[src/rtl/wb_master_bridge_pkg.sv]
// Shared bus widths and FSM state encoding for the Wishbone master bridge.
package wb_master_bridge_pkg;

    localparam int unsigned WB_ADDR_W = 32;
    localparam int unsigned WB_DATA_W = 32;
    localparam int unsigned WB_SEL_W  = 4;

    typedef enum logic [1:0] {
        ST_IDLE       = 2'd0,
        ST_BUSY       = 2'd1,
        ST_WAIT_STALL = 2'd2
    } state_e;

endpackage

[src/rtl/wb_master_bridge.sv]
// Wishbone classic master bridge: turns a CPU pipeline memory request into a
// single Wishbone cycle, stalling the pipeline until ack, timeout or flush.
module wb_master_bridge
    import wb_master_bridge_pkg::*;
#(
    parameter int unsigned TIMEOUT = 16
) (
    input  logic                 clk,
    input  logic                 rst,

    input  logic                 cpu_ce_i,
    input  logic                 cpu_we_i,
    input  logic [WB_ADDR_W-1:0] cpu_addr_i,
    input  logic [WB_SEL_W-1:0]  cpu_sel_i,
    input  logic [WB_DATA_W-1:0] cpu_data_i,
    output logic [WB_DATA_W-1:0] cpu_data_o,
    output logic                 stall_req_o,
    input  logic                 stall_i,
    input  logic                 flush_i,

    output logic [WB_ADDR_W-1:0] wb_adr_o,
    output logic [WB_DATA_W-1:0] wb_dat_o,
    input  logic [WB_DATA_W-1:0] wb_dat_i,
    output logic                 wb_we_o,
    output logic [WB_SEL_W-1:0]  wb_sel_o,
    output logic                 wb_stb_o,
    output logic                 wb_cyc_o,
    input  logic                 wb_ack_i,
    output logic                 err_o
);

    localparam logic [7:0] CNT_LAST = 8'(TIMEOUT - 1);

    state_e                 state_q;
    logic [7:0]             cnt_q;
    logic [WB_DATA_W-1:0]   rd_buf_q;
    logic [WB_ADDR_W-1:0]   adr_q;
    logic [WB_DATA_W-1:0]   dat_q;
    logic                   we_q;
    logic [WB_SEL_W-1:0]    sel_q;
    logic                   stb_q;
    logic                   cyc_q;
    logic                   err_q;

    logic                   busy_ack;
    logic                   busy_timeout;

    assign busy_ack     = (state_q == ST_BUSY) && wb_ack_i;
    assign busy_timeout = (state_q == ST_BUSY) && !wb_ack_i && (cnt_q == CNT_LAST);

    // Pipeline hold request: pending request in IDLE, or an unfinished bus cycle.
    always_comb begin
        stall_req_o = 1'b0;
        if (!rst && !flush_i) begin
            case (state_q)
                ST_IDLE: stall_req_o = cpu_ce_i;
                ST_BUSY: stall_req_o = !wb_ack_i && !busy_timeout;
                default: stall_req_o = 1'b0;
            endcase
        end
    end

    // Read data bypasses the buffer in the ack cycle so the pipeline can advance.
    always_comb begin
        cpu_data_o = rd_buf_q;
        if (busy_ack && !cpu_we_i) begin
            cpu_data_o = wb_dat_i;
        end
    end

    // Bridge FSM with registered Wishbone outputs; flush outranks ack and timeout.
    always_ff @(posedge clk) begin
        if (rst) begin
            state_q  <= ST_IDLE;
            cnt_q    <= '0;
            rd_buf_q <= '0;
            adr_q    <= '0;
            dat_q    <= '0;
            we_q     <= 1'b0;
            sel_q    <= '0;
            stb_q    <= 1'b0;
            cyc_q    <= 1'b0;
            err_q    <= 1'b0;
        end else begin
            err_q <= 1'b0;
            if (flush_i) begin
                state_q <= ST_IDLE;
                cyc_q   <= 1'b0;
                stb_q   <= 1'b0;
            end else begin
                case (state_q)
                    ST_IDLE: begin
                        if (cpu_ce_i) begin
                            cyc_q   <= 1'b1;
                            stb_q   <= 1'b1;
                            adr_q   <= cpu_addr_i;
                            dat_q   <= cpu_data_i;
                            we_q    <= cpu_we_i;
                            sel_q   <= cpu_sel_i;
                            cnt_q   <= '0;
                            state_q <= ST_BUSY;
                        end
                    end
                    ST_BUSY: begin
                        if (busy_ack || busy_timeout) begin
                            cyc_q <= 1'b0;
                            stb_q <= 1'b0;
                            we_q  <= 1'b0;
                            sel_q <= '0;
                            adr_q <= '0;
                            dat_q <= '0;
                            if (busy_ack) begin
                                if (!we_q) begin
                                    rd_buf_q <= wb_dat_i;
                                end
                            end else begin
                                rd_buf_q <= '0;
                                err_q    <= 1'b1;
                            end
                            state_q <= stall_i ? ST_WAIT_STALL : ST_IDLE;
                        end else begin
                            cnt_q <= cnt_q + 8'd1;
                        end
                    end
                    ST_WAIT_STALL: begin
                        if (!stall_i) begin
                            state_q <= ST_IDLE;
                        end
                    end
                    default: state_q <= ST_IDLE;
                endcase
            end
        end
    end

    assign wb_adr_o = adr_q;
    assign wb_dat_o = dat_q;
    assign wb_we_o  = we_q;
    assign wb_sel_o = sel_q;
    assign wb_stb_o = stb_q;
    assign wb_cyc_o = cyc_q;
    assign err_o    = err_q;

endmodule

[config.mk]
export PLATFORM = sky130hd
export DESIGN_NAME = wb_master_bridge
export DESIGN_NICKNAME = d
export VERILOG_FILES = /design/src/rtl/wb_master_bridge_pkg.sv /design/src/rtl/wb_master_bridge.sv
export SDC_FILE = /design/constraint.sdc
export NUM_CORES = 1
export LEC_CHECK = 0
export ABC_AREA = 1
export BUFFER_PORTS_ARGS = -buffer_cell sky130_fd_sc_hd__buf_4
export CAP_MARGIN = 25
export CORE_ASPECT_RATIO = 1.5
export CORE_UTILIZATION = 40
export CTS_BUF_LIST = sky130_fd_sc_hd__clkbuf_2
export DETAILED_ROUTE_END_ITERATION = 12
export PLACE_DENSITY = 0.8
export SETUP_SLACK_MARGIN = 0.1
export SYNTH_ARGS = -nofsm -noshare
export SYNTH_HDL_FRONTEND = slang
export SYNTH_SLANG_ARGS = --single-unit
[constraint.sdc]
create_clock -name clk -period 1.6 [get_ports clk]
set_input_delay 0.16 -clock clk [delete_from_list [all_inputs] [get_ports clk]]
set_output_delay 0.16 -clock clk [all_outputs]
set_load 0.01 [all_outputs]
==> flow_summary.ini <==
[outcome]
outcome = complete, but fails checks
violations = negative setup slack

[min_path]
hold_depth = 7
hold_class = input port to flip-flop

[global_routing]
grt_max_degree = 74
overflow = 0
grt_pass1_wl_mm = 35.2
grt_pass1_vias = 6752
antenna_found_initial = 1
grt_util_all_layers = 0.370

[synth]
synth_area_leaders = dfxtp_1 (47%), nand2_1 (21%), a21oi_1 (10%)
async_reset_ff_frac = 0
synth_warnings = 0
synth.distinct_cells = 28
syn_area_per_cell_sq_um = 6.82
synth-seq-area-share = 0.465
synth-main-ff-cell = dfxtp_1
postSynthCellCount = 713
synth_edf_count = 0
synth_fp_nets = 821
ys_seq_elements = 113
syn_area_sq_um = 4860
synth.most_common_cell = nand2_1
synth_top_area_cell = dfxtp_1
ys_top_cells_by_count = nand2_1 (275), dfxtp_1 (113), a21oi_1 (99)
synth_top_area_frac = 0.465

[setup_path]
endpoint_kind = primary output
critical_path.max_fanout = 8
critPathKind = flip-flop to primary output
reg2reg_slack_ns = -0.58
r2r_end = wb_dat_o[31]
critPathCapture = cpu_data_o[13]
worstPathArrival_ns = 2.22
crit_start = state_q[1]
worst_ep_required_time_ns = 1.44
r2r-start = state_q[1]
r2r.worst_path.cells = 15
cp-start-kind = flip-flop

[sta]
tns_ns = -56.84
rsz0062_at_grt = yes
min_period_over_period = 1.49
hold_viol = 0
fin_skew_ns = 0.0550
worst_slew_pin_slew_ns = 1.06
relSlewSlack = 0.293
fmax_mhz = 420
slew_viol_final = 0
setup_ws_ns = -0.780
setup_violations = 134
period_needed_ns = 2.38

[cells_and_area]
fillers = 527
final_nets = 1216
fin_cells = 1274
seq_area_sq_um = 2320
drive_above_1_share = 0.566
multi_input_area_sq_um = 3180
area_growth_pct = 114

[run]
drv_cap = 0

[power_and_ir_drop]
vdd_drop_max_mv = 0.687
power_mw = 6.79
leakagePower_nw = 4.71
power.density_nw_per_um2 = 651

[cts]
ctsHoldBuffers = 107
clk_path_buf_depth = 2
cts_inserted_buffers = 17
clkLatencyLatePin_ns = 0.74
cts_tree = built
path_clk_slew_ns = 0.20
cts_sinks = 113
htree_levels = 4
cts-root-buf = clkbuf_2

[floorplanning]
io_pins = 212
rows = 49
initial_core_util = 0.409
die-area_sq_um = 12600
dieWidth_um = 92.0
core-area_sq_um = 11900
die_h_um = 137

[placement]
hpwl_mm = 9.16
port_buffers = 211
pre_cts_slack_ns = 0.00913
dpl.cell_count = 1049
globalplace.congestion = 0.900

[routing]
vias = 7165
drc = 0
post_drt_wl_per_cell_um = 22.1
wirelength_mm = 28.1
ant_nets = 0
vias_per_cell = 5.62
first_pass_iters = 5
drtIter0Drc = 378
-- placed cells by master (no fill, tap or decap), types with 20 or more instances in the layout --
cell type / netlist / layout
a21oi_1: 99 / 32
nand2_2: 3 / 75
inv_1: 44 / 43
nand2_1: 275 / 161
nor2_1: 48 / 36
dlygate4sd3_1: 0 / 107
dfxtp_2: 0 / 37
buf_4: 5 / 236
buf_6: 4 / 27
nand3_1: 24 / 20
a21oi_2: 0 / 65
buf_16: 0 / 21
o21ai_2: 0 / 22
nand2_4: 1 / 41
dfxtp_1: 113 / 72
-- cells by family (layout without fill, tap and decap cells) --
group,count (synthesis),after routing,share of synthesized area
buffers and inverters,103,509,0.0947
adder cells (fa/ha/maj),1,1,0.00257
flip-flops,113,113,0.465
other,0,1,0
AND/OR/NAND/NOR,361,362,0.297
AO/OA/AOI/OAI,135,135,0.141
-- worst min path at each step --
stage / slack (ns) / endpoint / start
CTS: -0.09 / wb_cyc_o / cpu_ce_i
finish: 0.02 / wb_cyc_o / cpu_ce_i
global route: -0.01 / wb_cyc_o / cpu_ce_i
detailed placement: 0.37 / wb_we_o / rst
floorplan: 0.30 / rd_buf_q[0] / wb_dat_i[0]
global placement: 0.37 / wb_we_o / rst
-- area by class of cell --
class / instances / area share
diodes: 1 / 0.000240
clock buffers: 18 / 0.00864
inverters: 60 / 0.0223
flip-flops and latches: 113 / 0.223
multi-input cells: 498 / 0.305
well taps: 153 / 0.0184
repair buffers: 418 / 0.411
clock inverters: 13 / 0.0113
-- per-stage QoR --
stage          hold slack, ns   util  area [sq um]
3_5_place_dp            0.367  0.553          6580
6_report               0.0185  0.877         10400
3_3_place_gp            0.366  0.553          6580
2_1_floorplan           0.299      -          4860
4_1_cts               -0.0949  0.788          9370
5_1_grt               -0.0149  0.877         10400
-- metal layers --
metal	vias to the layer above	GRT usage	share of wire
met4	0	0.263	0.089
met3	229	0.107	0.087
met5	-	0	0
li1	3033	-	-
met1	3309	0.365	0.32
met2	594	0.661	0.50
-- repair_timing --
item / 4_1_cts / 5_1_grt
endpoints found under the setup margin: 112 / 202
pin swaps: 10 / 30
resized for setup: 193 / 232
cloned: 26 / 3
buffers inserted: 33 / 28
hold endpoints to repair: 110 / 2
-- sequential cells by signal, indices dropped and copies added, names as in the netlist --
name and count:
err_o 1, wb_sel_o 4, rd_buf_q 32, wb_we_o 1, wb_adr_o 32, wb_cyc_o 1, wb_dat_o 32, state_q 2
cnt_q 8
-- worst max-delay path, cell delays in order, from the launching register on --
cell	delay [ns]
dfxtp_2	0.36
inv_2	0.07
nand2_4	0.06
nor2_4	0.13
inv_4	0.05
nor2_4	0.16
buf_6	0.15
buf_12	0.10
buf_16	0.15
nand2_4	0.07
o21ai_4	0.07
buf_6	0.13
-- where the power goes --
part           internal, mW  switching [mW]  total (mW)
clock network         0.553            1.26        1.82
logic                  1.02           0.919        1.94
registers              2.94          0.0924        3.03
Note: power is estimated with default switching activity, not from simulation.
